File: src/rtl/gfx_pkg.sv
// ============================================================================
// gfx_pkg : framebuffer geometry defaults, pixel FIFO entry and swap states
// Revision: 1.0
// ============================================================================
`default_nettype none

package gfx_pkg;

    localparam int unsigned GFX_FB_WIDTH  = 400;
    localparam int unsigned GFX_FB_HEIGHT = 240;
    localparam logic [31:0] GFX_FB0_BASE  = 32'h0000_0000;
    localparam logic [31:0] GFX_FB1_BASE  = GFX_FB0_BASE + 32'(GFX_FB_WIDTH * GFX_FB_HEIGHT * 2);

    typedef struct packed {
        logic [31:0] addr;
        logic [15:0] color;
    } pix_entry_t;

    typedef enum logic [0:0] {
        ST_RUN     = 1'b0,
        ST_PENDING = 1'b1
    } swap_state_t;

endpackage : gfx_pkg

`default_nettype wire

File: src/rtl/fbw_fifo.sv
// ============================================================================
// fbw_fifo : synchronous pixel FIFO; a push while full is taken if a pop
// happens in the same cycle.  Revision: 1.0
// ============================================================================
`default_nettype none

module fbw_fifo
    import gfx_pkg::*;
#(
    parameter int unsigned DEPTH = 8
) (
    input  logic       clk,
    input  logic       reset,
    input  logic       push_i,
    input  pix_entry_t wdata_i,
    input  logic       pop_i,
    output pix_entry_t rdata_o,
    output logic       full_o,
    output logic       empty_o
);

    localparam int unsigned AW = $clog2(DEPTH);

    pix_entry_t      mem_q [DEPTH];
    logic [AW-1:0]   wr_ptr_q, wr_ptr_d;
    logic [AW-1:0]   rd_ptr_q, rd_ptr_d;
    logic [AW:0]     count_q, count_d;
    logic            do_push, do_pop;

    assign full_o  = (count_q == (AW+1)'(DEPTH));
    assign empty_o = (count_q == '0);
    assign do_pop  = pop_i && !empty_o;
    assign do_push = push_i && (!full_o || do_pop);
    assign rdata_o = mem_q[rd_ptr_q];

    always_comb begin
        wr_ptr_d = wr_ptr_q;
        rd_ptr_d = rd_ptr_q;
        count_d  = count_q;
        if (do_push) wr_ptr_d = wr_ptr_q + 1'b1;
        if (do_pop)  rd_ptr_d = rd_ptr_q + 1'b1;
        case ({do_push, do_pop})
            2'b10:   count_d = count_q + 1'b1;
            2'b01:   count_d = count_q - 1'b1;
            default: count_d = count_q;
        endcase
    end

    always_ff @(posedge clk or negedge reset) begin
        if (!reset) begin
            wr_ptr_q <= '0;
            rd_ptr_q <= '0;
            count_q  <= '0;
        end else begin
            wr_ptr_q <= wr_ptr_d;
            rd_ptr_q <= rd_ptr_d;
            count_q  <= count_d;
        end
    end

    // Storage needs no reset: the occupancy counter says what is valid.
    always_ff @(posedge clk) begin
        if (do_push) mem_q[wr_ptr_q] <= wdata_i;
    end

endmodule : fbw_fifo

`default_nettype wire

File: src/rtl/fb_writer.sv
// ============================================================================
// fb_writer : pixel-to-SRAM write path with double-buffer swap at vblank.
// Optional FBW_STATS_EN adds frame_pixels (pops counted per frame).
// Revision: 1.0
// ============================================================================
`default_nettype none

module fb_writer
    import gfx_pkg::*;
#(
    parameter int unsigned FB_WIDTH   = GFX_FB_WIDTH,
    parameter int unsigned FB_HEIGHT  = GFX_FB_HEIGHT,
    parameter logic [31:0] FB0_BASE   = GFX_FB0_BASE,
    parameter logic [31:0] FB1_BASE   = GFX_FB1_BASE,
    parameter int unsigned FIFO_DEPTH = 8
) (
    input  logic        clk,
    input  logic        reset,
    input  logic [15:0] fb_x,
    input  logic [15:0] fb_y,
    input  logic [15:0] fb_color,
    input  logic        fb_write,
    output logic        fifo_full,
    output logic        overflow,
    input  logic        clear_overflow,
    output logic [31:0] sram_addr,
    output logic [15:0] sram_wdata,
    output logic        sram_write,
    input  logic        sram_ready,
    input  logic        vblank,
    input  logic        swap_req,
    output logic        swap_pending,
    output logic        swap_done,
    output logic [31:0] front_base
`ifdef FBW_STATS_EN
    ,
    output logic [31:0] frame_pixels
`endif
);

    localparam logic [31:0] C_WIDTH  = 32'(FB_WIDTH);
    localparam logic [31:0] C_HEIGHT = 32'(FB_HEIGHT);

    swap_state_t state_q, state_d;
    logic        buf_sel_q;
    logic        swap_req_q;
    logic        swap_done_q;
    logic        overflow_q, overflow_d;
    logic        swap_fire;
    logic        swap_rise;

    logic [31:0] back_base;
    logic [31:0] pix_offset;
    logic        in_bounds;
    logic        push_req;
    logic        push_acc;
    logic        pop;
    logic        fifo_empty;
    logic        fifo_full_w;
    pix_entry_t  push_entry;
    pix_entry_t  head_entry;

    assign front_base = buf_sel_q ? FB1_BASE : FB0_BASE;
    assign back_base  = buf_sel_q ? FB0_BASE : FB1_BASE;

    assign in_bounds  = (32'(fb_x) < C_WIDTH) && (32'(fb_y) < C_HEIGHT);
    assign pix_offset = (32'(fb_y) * C_WIDTH + 32'(fb_x)) << 1;
    assign push_entry = '{addr: back_base + pix_offset, color: fb_color};

    assign push_req = fb_write && in_bounds;
    assign pop      = !fifo_empty && sram_ready;
    assign push_acc = push_req && (!fifo_full_w || pop);

    fbw_fifo #(
        .DEPTH   (FIFO_DEPTH)
    ) u_fifo (
        .clk     (clk),
        .reset   (reset),
        .push_i  (push_req),
        .wdata_i (push_entry),
        .pop_i   (pop),
        .rdata_o (head_entry),
        .full_o  (fifo_full_w),
        .empty_o (fifo_empty)
    );

    // Outputs read zero while idle so the bus is quiet when nothing is queued.
    assign sram_write = !fifo_empty;
    assign sram_addr  = fifo_empty ? 32'h0 : head_entry.addr;
    assign sram_wdata = fifo_empty ? 16'h0 : head_entry.color;
    assign fifo_full  = fifo_full_w;

    assign overflow     = overflow_q;
    assign swap_pending = (state_q == ST_PENDING);
    assign swap_done    = swap_done_q;

    always_comb begin
        overflow_d = overflow_q;
        if (push_req && !push_acc) overflow_d = 1'b1;
        else if (clear_overflow)   overflow_d = 1'b0;
    end

    assign swap_rise = swap_req && !swap_req_q;

    always_comb begin
        state_d   = state_q;
        swap_fire = 1'b0;
        case (state_q)
            ST_RUN: begin
                if (swap_rise) state_d = ST_PENDING;
            end
            ST_PENDING: begin
                // Only swap once every back-buffer pixel has left the FIFO.
                if (fifo_empty && !push_acc && vblank) begin
                    swap_fire = 1'b1;
                    state_d   = ST_RUN;
                end
            end
            default: state_d = ST_RUN;
        endcase
    end

    always_ff @(posedge clk or negedge reset) begin
        if (!reset) begin
            state_q     <= ST_RUN;
            buf_sel_q   <= 1'b0;
            swap_req_q  <= 1'b0;
            swap_done_q <= 1'b0;
            overflow_q  <= 1'b0;
        end else begin
            state_q     <= state_d;
            buf_sel_q   <= buf_sel_q ^ swap_fire;
            swap_req_q  <= swap_req;
            swap_done_q <= swap_fire;
            overflow_q  <= overflow_d;
        end
    end

`ifdef FBW_STATS_EN
    logic [31:0] pix_cnt_q;
    logic [31:0] frame_pixels_q;

    always_ff @(posedge clk or negedge reset) begin
        if (!reset) begin
            pix_cnt_q      <= '0;
            frame_pixels_q <= '0;
        end else if (swap_done_q) begin
            pix_cnt_q      <= pop ? 32'd1 : 32'd0;
            frame_pixels_q <= pix_cnt_q;
        end else if (pop) begin
            pix_cnt_q      <= pix_cnt_q + 32'd1;
        end
    end

    assign frame_pixels = frame_pixels_q;
`endif

endmodule : fb_writer

`default_nettype wire

File: config.mk
export PLATFORM = sky130hd
export DESIGN_NAME = fb_writer
export DESIGN_NICKNAME = d
export VERILOG_FILES = /design/src/rtl/gfx_pkg.sv /design/src/rtl/fbw_fifo.sv /design/src/rtl/fb_writer.sv
export SDC_FILE = /design/constraint.sdc
export NUM_CORES = 1
export LEC_CHECK = 0
export ABC_CLOCK_PERIOD_IN_PS = 11700
export BUFFER_PORTS_ARGS = -buffer_cell sky130_fd_sc_hd__buf_2
export CORE_MARGIN = 1
export CORE_UTILIZATION = 60
export CTS_CLUSTER_DIAMETER = 200
export DETAILED_ROUTE_END_ITERATION = 12
export GPL_TIMING_DRIVEN = 0
export PLACE_DENSITY_LB_ADDON = 0.05
export SLEW_MARGIN = 15
export SYNTH_ARGS = -nofsm -noshare
export SYNTH_HDL_FRONTEND = slang
export SYNTH_SLANG_ARGS = --single-unit
File: constraint.sdc
create_clock -name clk -period 11.7 [get_ports clk]
set_input_delay 2.34 -clock clk [delete_from_list [all_inputs] [get_ports clk]]
set_output_delay 2.34 -clock clk [all_outputs]
set_load 0.005 [all_outputs]
==> out/results.ini <==
[drt]
routedWlPerCell_um=20.9
drt_pass1_iterations=5
viasPerCell=5.72
antenna_left=0
initialDrtViolationCount=891
drc=0
vias=9706
finalWirelength_mm=35.4

[floorplanning]
ios=140
initial_core_util_pct=61.5
die_w_um=171
die_height_um=171
row_count=61
die_area_um2=29400
core_area_um2=28000

[synthesis]
syn_area_um2=17200
avgSynthCellArea_um2=16.1
synth_cell_type_count=69
ys_async_sr_fraction_pct=4.18
yosysSeqAreaShare_pct=62.2
yosys.area.top_type=edfxtp_1
synth_edf_count=344
ys.warnings.count=0
synth_seq_cells=359
synth_top_area_share_pct=60.0
synth.area.top_cells=edfxtp_1, mux4_2, ha_1, mux2i_1, dfrtp_1
syn_inst=1072
synth_ff_type=edfxtp_1

[sta]
rsz0062_at_grt=false
worst_slack_ns=2.85
hold_viol_final=0
min_period_over_period_pct=75.7
drv_slew=0
slew_headroom_pct=29.7
setup_violations=0
worst_pin_slew_ns=1.04
post-route-min-period_ns=8.85
skew_ns=0.0259
max_freq_mhz=113

[placed_design]
placement.io_buffers=109
dp_hpwl_mm=24.2
gp_congestion=0.831
place_inst=1636
dp_slack_ns=2.35

[clock_tree]
clk_latency_ns=0.51
h-tree-depth=2
hold_buffers=0
post_cts_resized=0
clock_path_buffers=3
cts.clk_slew.worst_paths_ns=0.06
cts_buffers=35
post_cts_buffers=0
cts_sinks=359
cts_root_buf=clkbuf_16
cts_tree=done

[global_routing]
grt_max_degree=20
grt_overflow=0
grtUsageTotal_pct=24.7
grt_antenna_before_repair=0
grt_pass1_vias=9706
grt_pass1_wl_mm=53.8

[finish]
area_growth_pct=16.0
final_common_cell=edfxtp_1
final_cell_mix=edfxtp_1, buf_2, mux4_2, ha_1, nor2_1
fillCellCount=1834
multiInputGateArea_um2=6030
antenna_cells=0
seq_area_um2=10700
layout.nets=1447
stdcell_count=1697
drive_gt1_share_pct=26.5

[setup_path]
r2r-end=u_fifo.mem_q[5][37]
regToRegSetupSlack_ns=7.42
startpoint=fb_y[3]
worstPathArrival_ns=9.01
path_delay_family=compound AO/OA/AOI/OAI gates
critPathMaxStageDelay_ns=0.82
slowest_stage=a311oi_1
crit_required_ns=11.85
cp_max_fo=8
critPathBufInv=4
cp-end-kind=flop
worstReg2RegStart=buf_sel_q
path_cells=buf_2, ha_1, ha_1, inv_1, fa_1, inv_1, ha_1, and2_4, a221oi_2, nand2_1, xor2_1, ha_1, a21oi_1, o21ai_0, o41a_1, xnor2_1, ha_1, inv_1, a2111oi_1, nand2_1, o21ai_0, o31ai_1, or3_1, a311oi_1
r2r_cells=11
crit_type=input port to flop
cp_common_cell=ha_1
start_kind=input port

[job]
max-cap-violations=0

[worst_hold_path]
min_to=overflow
worst_hold_startpoint=overflow
holdPathStages=2
hold_class=flop to flop

[power]
p_per_area_nw_per_um2=246
p_leak_nw=7.59
worst_ir_drop_vdd_uv=129

[run_status]
outcome=finished clean

[worst max-delay path by stage]
stage,to,slack (ns),cells after the start
finish,u_fifo.mem_q[5][37],2.85,24
global route,u_fifo.mem_q[5][37],2.30,24
CTS,u_fifo.mem_q[6][37],2.85,24
detailed placement,u_fifo.mem_q[6][37],2.35,24
global placement,u_fifo.mem_q[2][3],-1.47,10
floorplan,u_fifo.mem_q[0][37],3.48,23
[cells in the mapped netlist (all sizes together) (2+ instances only)]
library cell / number
dfrtp: 15
xor2: 14
ha: 83
nor3: 10
nand3: 9
a211oi: 2
or3: 7
mux4: 86
and2: 8
nor4: 6
o31a: 3
nand2b: 7
o2111a: 2
fa: 14
o211ai: 4
a21oi: 32
a211o: 2
o31ai: 2
o21a: 5
o41ai: 2
a2111oi: 5
a21o: 11
clkbuf: 20
a41oi: 2
nand2: 34
o21ai: 20
nand4: 2
or2: 2
nor3b: 6
buf: 51
a311oi: 2
and3: 3
a31oi: 4
edfxtp: 344
xnor2: 36
o21bai: 2
a221oi: 3
mux2: 2
inv: 71
nor2: 80
mux2i: 46
[metal layers]
metal | vias to the layer above | share of wire (%) | GRT usage, %
met3 | 52 | 4.8 | 2.97
met1 | 4855 | 42 | 32.7
met5 | - | 0 | 0
met4 | 0 | 1.8 | 7.07
li1 | 4499 | - | -
met2 | 300 | 51 | 43.2
[kinds of logic (layout without fill, tap and decap cells)]
| kind of cell | after synthesis | count (layout) | share of synthesized area, % |
|---|---|---|---|
| adder cells (fa/ha/maj) | 97 | 97 | 7.66 |
| multiplexers | 134 | 134 | 14.1 |
| AND/OR/NAND/NOR | 177 | 177 | 4.76 |
| flip-flops | 359 | 359 | 62.2 |
| other | 1 | 38 | 0.0218 |
| AO/OA/AOI/OAI | 112 | 112 | 4.78 |
| buffers and inverters | 142 | 352 | 3.94 |
| XOR/XNOR | 50 | 50 | 2.63 |
[state kept, by name (all words and copies together), names as in the netlist, 3 cells and up]
signal           count
u_fifo.count_q       4
u_fifo.mem_q       344
u_fifo.rd_ptr_q      3
u_fifo.wr_ptr_q      3
[worst min-delay path: cells and delay by family (launching register included)]
family	cells	cell delay, ns
compound gates	1	0.06
buf+inv	1	0.05
flops	1	0.37
[stage by stage]
step	power (mW)	hold slack [ns]	util, %	TNS [ns]	area [µm²]
finish	4.92	0.518	71.3	0	20000
global route	5.19	0.540	71.3	0	20000
CTS	4.94	0.522	71.3	0	20000
detailed placement	3.85	0.513	67.4	0	18900
global placement	3.79	0.489	65.6	-298.85	18400
floorplan	3.25	0.464	-	0	17400
[area by class of cell]
type                            count  area share [%]
Sequential cell                   359            53.6
Multi-Input combinational cell    608            30.2
Timing Repair Buffer              149            4.91
Clock buffer                       48            4.79
Tap cell                          378            2.37
Buffer                             71            2.06
Inverter                           71            1.33
Clock inverter                     13           0.708
[where the power goes]
group	total, mW	switching [mW]	internal [mW]
Combinational	2.07	1.21	0.853
Clock	1.09	0.452	0.639
Sequential	1.76	0.0216	1.74
Power figures use the tool's default switching activity.
